<file path="src/rtl/lcd_scan.sv">
// rtl/lcd_scan.sv - LCD segment scanner: fetches 32 RAM nibbles per H phase and presents segments
//
// Scans one H phase per divider_1khz rising edge. Each scan reads segment-A
// columns RAM_BASE_A+0..15 then segment-B columns RAM_BASE_B+0..15, takes bit
// [scan_h] of every nibble, and commits the 32 bits to the outputs in one cycle.
// Two 9-entry nibble shift registers (W main / W prime) run independently.
//
// Optional build macro: LCD_SCAN_BLANK_EN - blanks segment outputs while lcd_enable=0.
//
// Ports:
//   clk, reset_n                 clock, asynchronous active-low reset
//   divider_1khz                 scan tick (rising edge starts a scan)
//   lcd_enable                   display on (used only with LCD_SCAN_BLANK_EN)
//   bs_in[3:0]                   BS latch, bit h is BS for H=h
//   ram_rd_req/ram_addr          RAM read request, held until ram_rd_ack
//   ram_rd_ack/ram_rd_data       one-cycle acknowledge with read nibble
//   w_shift_strobe/select/data   W shift pulse, 0=W main 1=W prime, nibble in
//   current_segment_a/b/bs       committed segments for output_lcd_h_index
//   current_w_prime/w_main       W shift registers, entry 0 is newest
//   output_lcd_h_index           H index of the presented segments

module lcd_scan #(
    parameter logic [6:0] RAM_BASE_A = 7'h60,
    parameter logic [6:0] RAM_BASE_B = 7'h70
) (
    input  logic             clk,
    input  logic             reset_n,
    input  logic             divider_1khz,
    input  logic             lcd_enable,
    input  logic [3:0]       bs_in,
    output logic             ram_rd_req,
    output logic [6:0]       ram_addr,
    input  logic             ram_rd_ack,
    input  logic [3:0]       ram_rd_data,
    input  logic             w_shift_strobe,
    input  logic             w_shift_select,
    input  logic [3:0]       w_shift_data,
    output logic [15:0]      current_segment_a,
    output logic [15:0]      current_segment_b,
    output logic             current_segment_bs,
    output logic [8:0][3:0]  current_w_prime,
    output logic [8:0][3:0]  current_w_main,
    output logic [1:0]       output_lcd_h_index
);

    localparam logic [1:0] ST_IDLE   = 2'd0;
    localparam logic [1:0] ST_FETCH  = 2'd1;
    localparam logic [1:0] ST_COMMIT = 2'd2;

    logic [1:0]  state;
    logic [1:0]  scan_h;
    logic        pending;
    logic        div_q;
    logic [4:0]  read_idx;
    logic [31:0] shadow;
    logic [15:0] seg_a_q;
    logic [15:0] seg_b_q;
    logic        seg_bs_q;
    logic        tick;

    assign tick = divider_1khz & ~div_q;

    // Reads 0..15 cover segment A, 16..31 segment B; the 7-bit add wraps.
    function automatic logic [6:0] addr_of(input logic [4:0] idx);
        return idx[4] ? (RAM_BASE_B + {3'b000, idx[3:0]})
                      : (RAM_BASE_A + {3'b000, idx[3:0]});
    endfunction

    always_ff @(posedge clk or negedge reset_n) begin
        if (!reset_n) begin
            state              <= ST_IDLE;
            scan_h             <= 2'd0;
            pending            <= 1'b0;
            div_q              <= 1'b0;
            read_idx           <= 5'd0;
            shadow             <= 32'd0;
            ram_rd_req         <= 1'b0;
            ram_addr           <= 7'd0;
            seg_a_q            <= 16'd0;
            seg_b_q            <= 16'd0;
            seg_bs_q           <= 1'b0;
            output_lcd_h_index <= 2'd0;
        end else begin
            div_q <= divider_1khz;
            case (state)
                ST_IDLE: begin
                    if (tick || pending) begin
                        state      <= ST_FETCH;
                        pending    <= 1'b0;
                        read_idx   <= 5'd0;
                        ram_rd_req <= 1'b1;
                        ram_addr   <= RAM_BASE_A;
                    end
                end
                ST_FETCH: begin
                    // Only one tick is remembered; re-setting an already set flag drops extras.
                    if (tick) begin
                        pending <= 1'b1;
                    end
                    if (ram_rd_req) begin
                        if (ram_rd_ack) begin
                            shadow[read_idx] <= ram_rd_data[scan_h];
                            ram_rd_req       <= 1'b0;
                            if (read_idx == 5'd31) begin
                                state <= ST_COMMIT;
                            end else begin
                                read_idx <= read_idx + 5'd1;
                            end
                        end
                    end else begin
                        // Idle gap cycle after each ack, then present the next address.
                        ram_rd_req <= 1'b1;
                        ram_addr   <= addr_of(read_idx);
                    end
                end
                ST_COMMIT: begin
                    if (tick) begin
                        pending <= 1'b1;
                    end
                    seg_a_q            <= shadow[15:0];
                    seg_b_q            <= shadow[31:16];
                    seg_bs_q           <= bs_in[scan_h];
                    output_lcd_h_index <= scan_h;
                    scan_h             <= scan_h + 2'd1;
                    state              <= ST_IDLE;
                end
                default: begin
                    state <= ST_IDLE;
                end
            endcase
        end
    end

    always_ff @(posedge clk or negedge reset_n) begin
        if (!reset_n) begin
            current_w_main  <= '0;
            current_w_prime <= '0;
        end else if (w_shift_strobe) begin
            if (w_shift_select) begin
                current_w_prime <= {current_w_prime[7:0], w_shift_data};
            end else begin
                current_w_main <= {current_w_main[7:0], w_shift_data};
            end
        end
    end

`ifdef LCD_SCAN_BLANK_EN
    assign current_segment_a  = lcd_enable ? seg_a_q  : 16'd0;
    assign current_segment_b  = lcd_enable ? seg_b_q  : 16'd0;
    assign current_segment_bs = lcd_enable ? seg_bs_q : 1'b0;
`else
    logic unused_lcd_enable;
    assign unused_lcd_enable  = lcd_enable;
    assign current_segment_a  = seg_a_q;
    assign current_segment_b  = seg_b_q;
    assign current_segment_bs = seg_bs_q;
`endif

endmodule

</file>
<file path="config.mk">
export PLATFORM = sky130hd
export DESIGN_NAME = lcd_scan
export DESIGN_NICKNAME = d
export VERILOG_FILES = /design/src/rtl/lcd_scan.sv
export SDC_FILE = /design/constraint.sdc
export NUM_CORES = 1
export LEC_CHECK = 0
export ABC_AREA = 1
export CORE_MARGIN = 2
export CORE_UTILIZATION = 45
export DETAILED_ROUTE_END_ITERATION = 6
export MAX_ROUTING_LAYER = met4
export PLACE_DENSITY = 0.74
export SYNTH_ARGS = -nofsm -noshare
export SYNTH_HDL_FRONTEND = slang
export SYNTH_SLANG_ARGS = --single-unit
</file>
<file path="constraint.sdc">
create_clock -name clk -period 1.7 [get_ports clk]
set_clock_uncertainty 0.2 [all_clocks]
set_input_delay 0.34 -clock clk [delete_from_list [all_inputs] [get_ports clk]]
set_output_delay 0.34 -clock clk [all_outputs]
set_load 0.05 [all_outputs]
</file>
==> Yosys cells after proc, flatten, opt, wreduce, memory -nomap -nowiden <==
Index checks and enable logic that the tools add are counted.
Widths: inputs -> output; s select.
{ "classes": {"reduce_logical": 14, "n_lt_le_gt_ge": 3, "eq_ne": 10, "add_sub_neg": 4, "n_bitwise": 3, "mux": 28} }
{ "ops": {"columns": ["op", "count"], "rows": [
  ["$bwmux 32", 1],
  ["$mux 7", 3],
  ["$mux 5", 4],
  ["$pmux 7 s2", 1],
  ["$ne 2x2->1 const B", 6],
  ["$pmux 5 s2", 1],
  ["$reduce_and 3->1", 3],
  ["$mux 1", 8],
  ["$mux 2", 4],
  ["$add 6x5->7 const A", 1],
  ["$add 5x5->6 const A", 1],
  ["$lt 5x6->1 const B", 1],
  ["$reduce_and 2->1", 3],
  ["$add 5x1->5 const B", 1],
  ["$demux 1 s5", 1],
  ["$eq 5x5->1 const B", 1],
  ["$ge 5x1->1 const B", 1],
  ["$reduce_and 5->1", 1],
  ["$bmux 1 s2", 2],
  ["$pmux 1 s2", 2],
  ["$pmux 2 s2", 1],
  ["$reduce_and 4->1", 1],
  ["$reduce_bool 2->1", 2],
  ["$lt 2x3->1 const B", 1],
  ["10 further kinds", 11]
]} }
{ "totals": {"ff_bits": 158, "word_cells": 92, "out_inout_bits": 115} }

==> Depth between registers and ports, before layout <==
{ "depth": {"word_depth": 5, "ltp_mapped": 10} }

==> Worst setup path before layout <==
Ideal clock, no wire load.
{ "synth_path": {"path_type": "register -> register", "startpoint": "reg read_idx[0]", "endpoint": "reg read_idx[3]", "required_ns": 1.384, "path_slack_ns": -0.067, "stages_incl_launch_ff": 11, "path_buffers": 0, "synth_period_minus_slack_ns": 1.767, "setup_time_ns": 0.116, "arrival_ns": 1.451, "path_cell_list": "dfrtp_1 ha_1 inv_1 nor2_1 ha_1 inv_1 nand4_1 nand2_2 nand2_2 nand2_1 nand2_1"} }
{ "synth_via": {"elab_chain_cells": 5, "elab_cells_between_ends": 8} }
{ "synth_lines": {"columns": ["item", "line_no", "source"], "rows": [
  ["start, declared", "54", "logic [4:0] read_idx;"],
  ["start signal, assigned", "107", "read_idx <= read_idx + 5'd1;"],
  ["$add 5x1->5", "107", null],
  ["$mux 5", "104", "if (read_idx == 5'd31) begin"],
  ["$mux 5", "101", "if (ram_rd_ack) begin"],
  ["$mux 5", "100", "if (ram_rd_req) begin"],
  ["$pmux 5 s2", "85", "case (state)"]
]} }
Parallel ways exist; a longest one is shown, timed or not. The select of a mux whose other input is x is not followed.
A chain may end at the register's enable or synchronous reset.

==> Final worst setup path <==
{ "layout_path": {"startpoint": "reg read_idx[1]", "endpoint": "reg read_idx[0]"} }
{ "layout_via": {"elab_chain_cells": 3} }
{ "layout_lines": {"columns": ["item", "line_no"], "rows": [
  ["$eq 5x5->1", "104"],
  ["$ne 2x2->1 (no source line)", null],
  ["$reduce_and 5->1 (no source line)", null]
]} }
Every way passes these cells.

==> metrics.cfg <==
[timing]
post-route-period-util_pct = 99.26
worst-slew-pin-transition_ns = 0.3643
finalHoldViolations = 0
setup_tns_ns = 0
period_needed_ns = 1.687
rsz0062_at_grt = true
drv_slew = 0
slew_headroom_pct = 75.58
final-setup-viol-count = 0
fmaxAchievable_mhz = 592.6
timing.hold.ws_ns = 0.1724

[grt]
antenna_found_initial = 0
grt_overflow = 0
grt_max_degree = 51
grt_usage_pct = 22.40
grt_first_pass_wirelength_um = 25070
first_global_vias = 5108

[clock_tree]
cts_buffer_depth = 2
cts-root-buf = clkbuf_16
cts-htree-levels = 4
numCtsBuffers = 17
clk_pin_slew_ns = 0.06
cts_sinks = 157
clock_latency_ns = 0.43
cts_tree = built

[drt]
vias = 5127
wl_per_cell_um = 14.26
top_layer_used = met4
via_per_inst = 4.846
drt-met1-wl_um = 6064
wl_met2_um = 7649
dr.pass1.iters = 5
drtIter0Drc = 396
drtAntennaViolNets = 0
wl_met3_um = 1124
wirelength_um = 15080
drc = 0

[power_and_ir_drop]
p_total_uw = 15800
power.density_mw_per_mm2 = 1572
leakage_uw = 0.004884
ir_drop_mv = 0.9805

[job]
maxCapViolCount = 0

[floorplan]
start_util_pct = 45.90
design.core.area_mm2 = 0.01383
die_x_um = 122.8
top_level_ports = 134
fp.dieH_um = 122.8
rows = 43
dieArea_mm2 = 0.01507

[finish]
num_antenna_cells = 0
drive_gt1_share_pct = 25.28
area_delta_synth_final_pct = 58.44
design_area_mm2 = 0.01005
layout.nets = 893
fin_util_pct = 72.72

[outcome]
outcome = finished, final reports clean

[critical_path]
cp.required_ns = 1.82
startpoint_type = register
crit_fanout = 5
arrival_ns = 1.81
critPathCaptureType = register
crit_type = register to register

[logic_synthesis]
yosys_warnings = 0
synth_area_leader_cell = dfrtp_1
ys_top_cells_by_area = dfrtp_1 62%, nand2_1 15%, o21ai_0 3.7%
ys_types = 25
synth_top_area_share_pct = 61.91
synth-edff-count = 0
ys_ff_latch = 157
synth_seq_area_share_pct = 61.91
syn_nets = 732
synthCells = 704
synth_area_mm2 = 0.006346
synth_flop_cell = dfrtp_1
syn_avg_cell_area_um2 = 9.014
async_flop_share_pct = 100.0

[place]
routabilityCongestion = 0.8046
placed_area_mm2 = 0.009276
io_buffers = 132
hpwl_um = 10280

[hold_path]
min_path_type = input port to asynchronous set/reset pin

area by class of cell:
class	count	area (um^2)
flip-flops and latches	157	3930
fillers	907	3772
repair buffers	173	2923
multi-input cells	456	2105
clock buffers	22	484.2
inverters	60	227.7
well taps	180	225.2
clock inverters	10	160.2
per-stage QoR:
stage	cells	setup slack [ns]
2_1_floorplan	704	0.0007822
3_3_place_gp	1018	-0.1527
3_5_place_dp	1018	-0.1851
4_1_cts	1052	0.009592
5_1_grt	1058	-0.09409
6_report	1058	0.01250
power by group:
group | total (uW) | switching, uW | internal [uW]
Sequential | 5210 | 766 | 4440
Clock | 4080 | 1480 | 2610
Combinational | 6510 | 3620 | 2890
Total | 15800 | 5860 | 9940
repair_timing:
item | in CTS | in global routing
gates cloned | 0 | 1
setup buffers | 1 | 5
resized for setup | 5 | 19
pin swaps | 2 | 9
hold buffers | 1 | 0
endpoints found under the hold margin | 157 | 0
setup endpoints to repair | 38 | 68
worst max-delay path: stages, from the launching register on:
cell,delay (ns)
dfrtp_1,0.39
ha_2,0.21
inv_2,0.06
nor2_2,0.03
ha_2,0.18
inv_1,0.05
nand4_1,0.09
nand2_2,0.15
nand2_4,0.09
nand2_1,0.07
nand2_1,0.04
Yosys cell counts, drive strengths merged, types with 2 or more instances:
cell type	count
ha	9
a21oi	34
buf	17
inv	59
xor2	2
nand2	256
nor3	5
dfrtp	157
nand3b	3
nand4	2
nor2	52
o21ai	83
clkbuf	14
nand3	8
cells in the final DEF (no fill, tap or decap), drive strengths merged, types with 3 or more instances in the layout:
| cell | instances |
|---|---|
| nand3 | 8 |
| nor3 | 5 |
| clkbuf | 22 |
| inv | 59 |
| clkdlybuf4s50 | 16 |
| clkinv | 3 |
| nor2 | 52 |
| nand2 | 256 |
| buf | 156 |
| dfrtp | 157 |
| clkinvlp | 4 |
| bufinv | 4 |
| o21ai | 83 |
| ha | 9 |
| a21oi | 34 |
| nand3b | 3 |
registers in the layout (all words and copies together) (netlist names), 5 cells and up:
name and count:
current_w_prime 36, ram_addr 6, read_idx 5, current_segment_b 16, shadow 32, current_w_main 36, current_segment_a 16
routing by layer:
metal  vias to the layer above  track usage [%]
li1                       2537                -
met1                      2426            26.84
met2                       143            36.22
met3                        21            6.459
met4                         0            7.902
met5                         -                -
worst paths after layout:
path	from	endpoint	slack [ns]	depth (start not counted)
max in group asynchronous	reset_n	ram_rd_req	0.57	3
worst max-delay path	read_idx[1]	read_idx[0]	0.01	10
worst min register to register	shadow[29]	current_segment_b[13]	0.28	2
min in group clk	divider_1khz	div_q	0.18	1
worst max register to register	read_idx[1]	read_idx[0]	0.01	10
worst min-delay path	reset_n	current_w_main[33]	0.17	2
logic make-up after synthesis:
| kind of cell | Yosys count | share of synthesized area [%] |
|---|---|---|
| flip-flops | 157 | 61.91 |
| buffers and inverters | 91 | 5.895 |
| XOR/XNOR | 2 | 0.2761 |
| adder cells (fa/ha/maj) | 9 | 1.774 |
| AND/OR/NAND/NOR | 327 | 20.80 |
| AO/OA/AOI/OAI | 118 | 9.345 |
(Power assumes the default switching activity.)
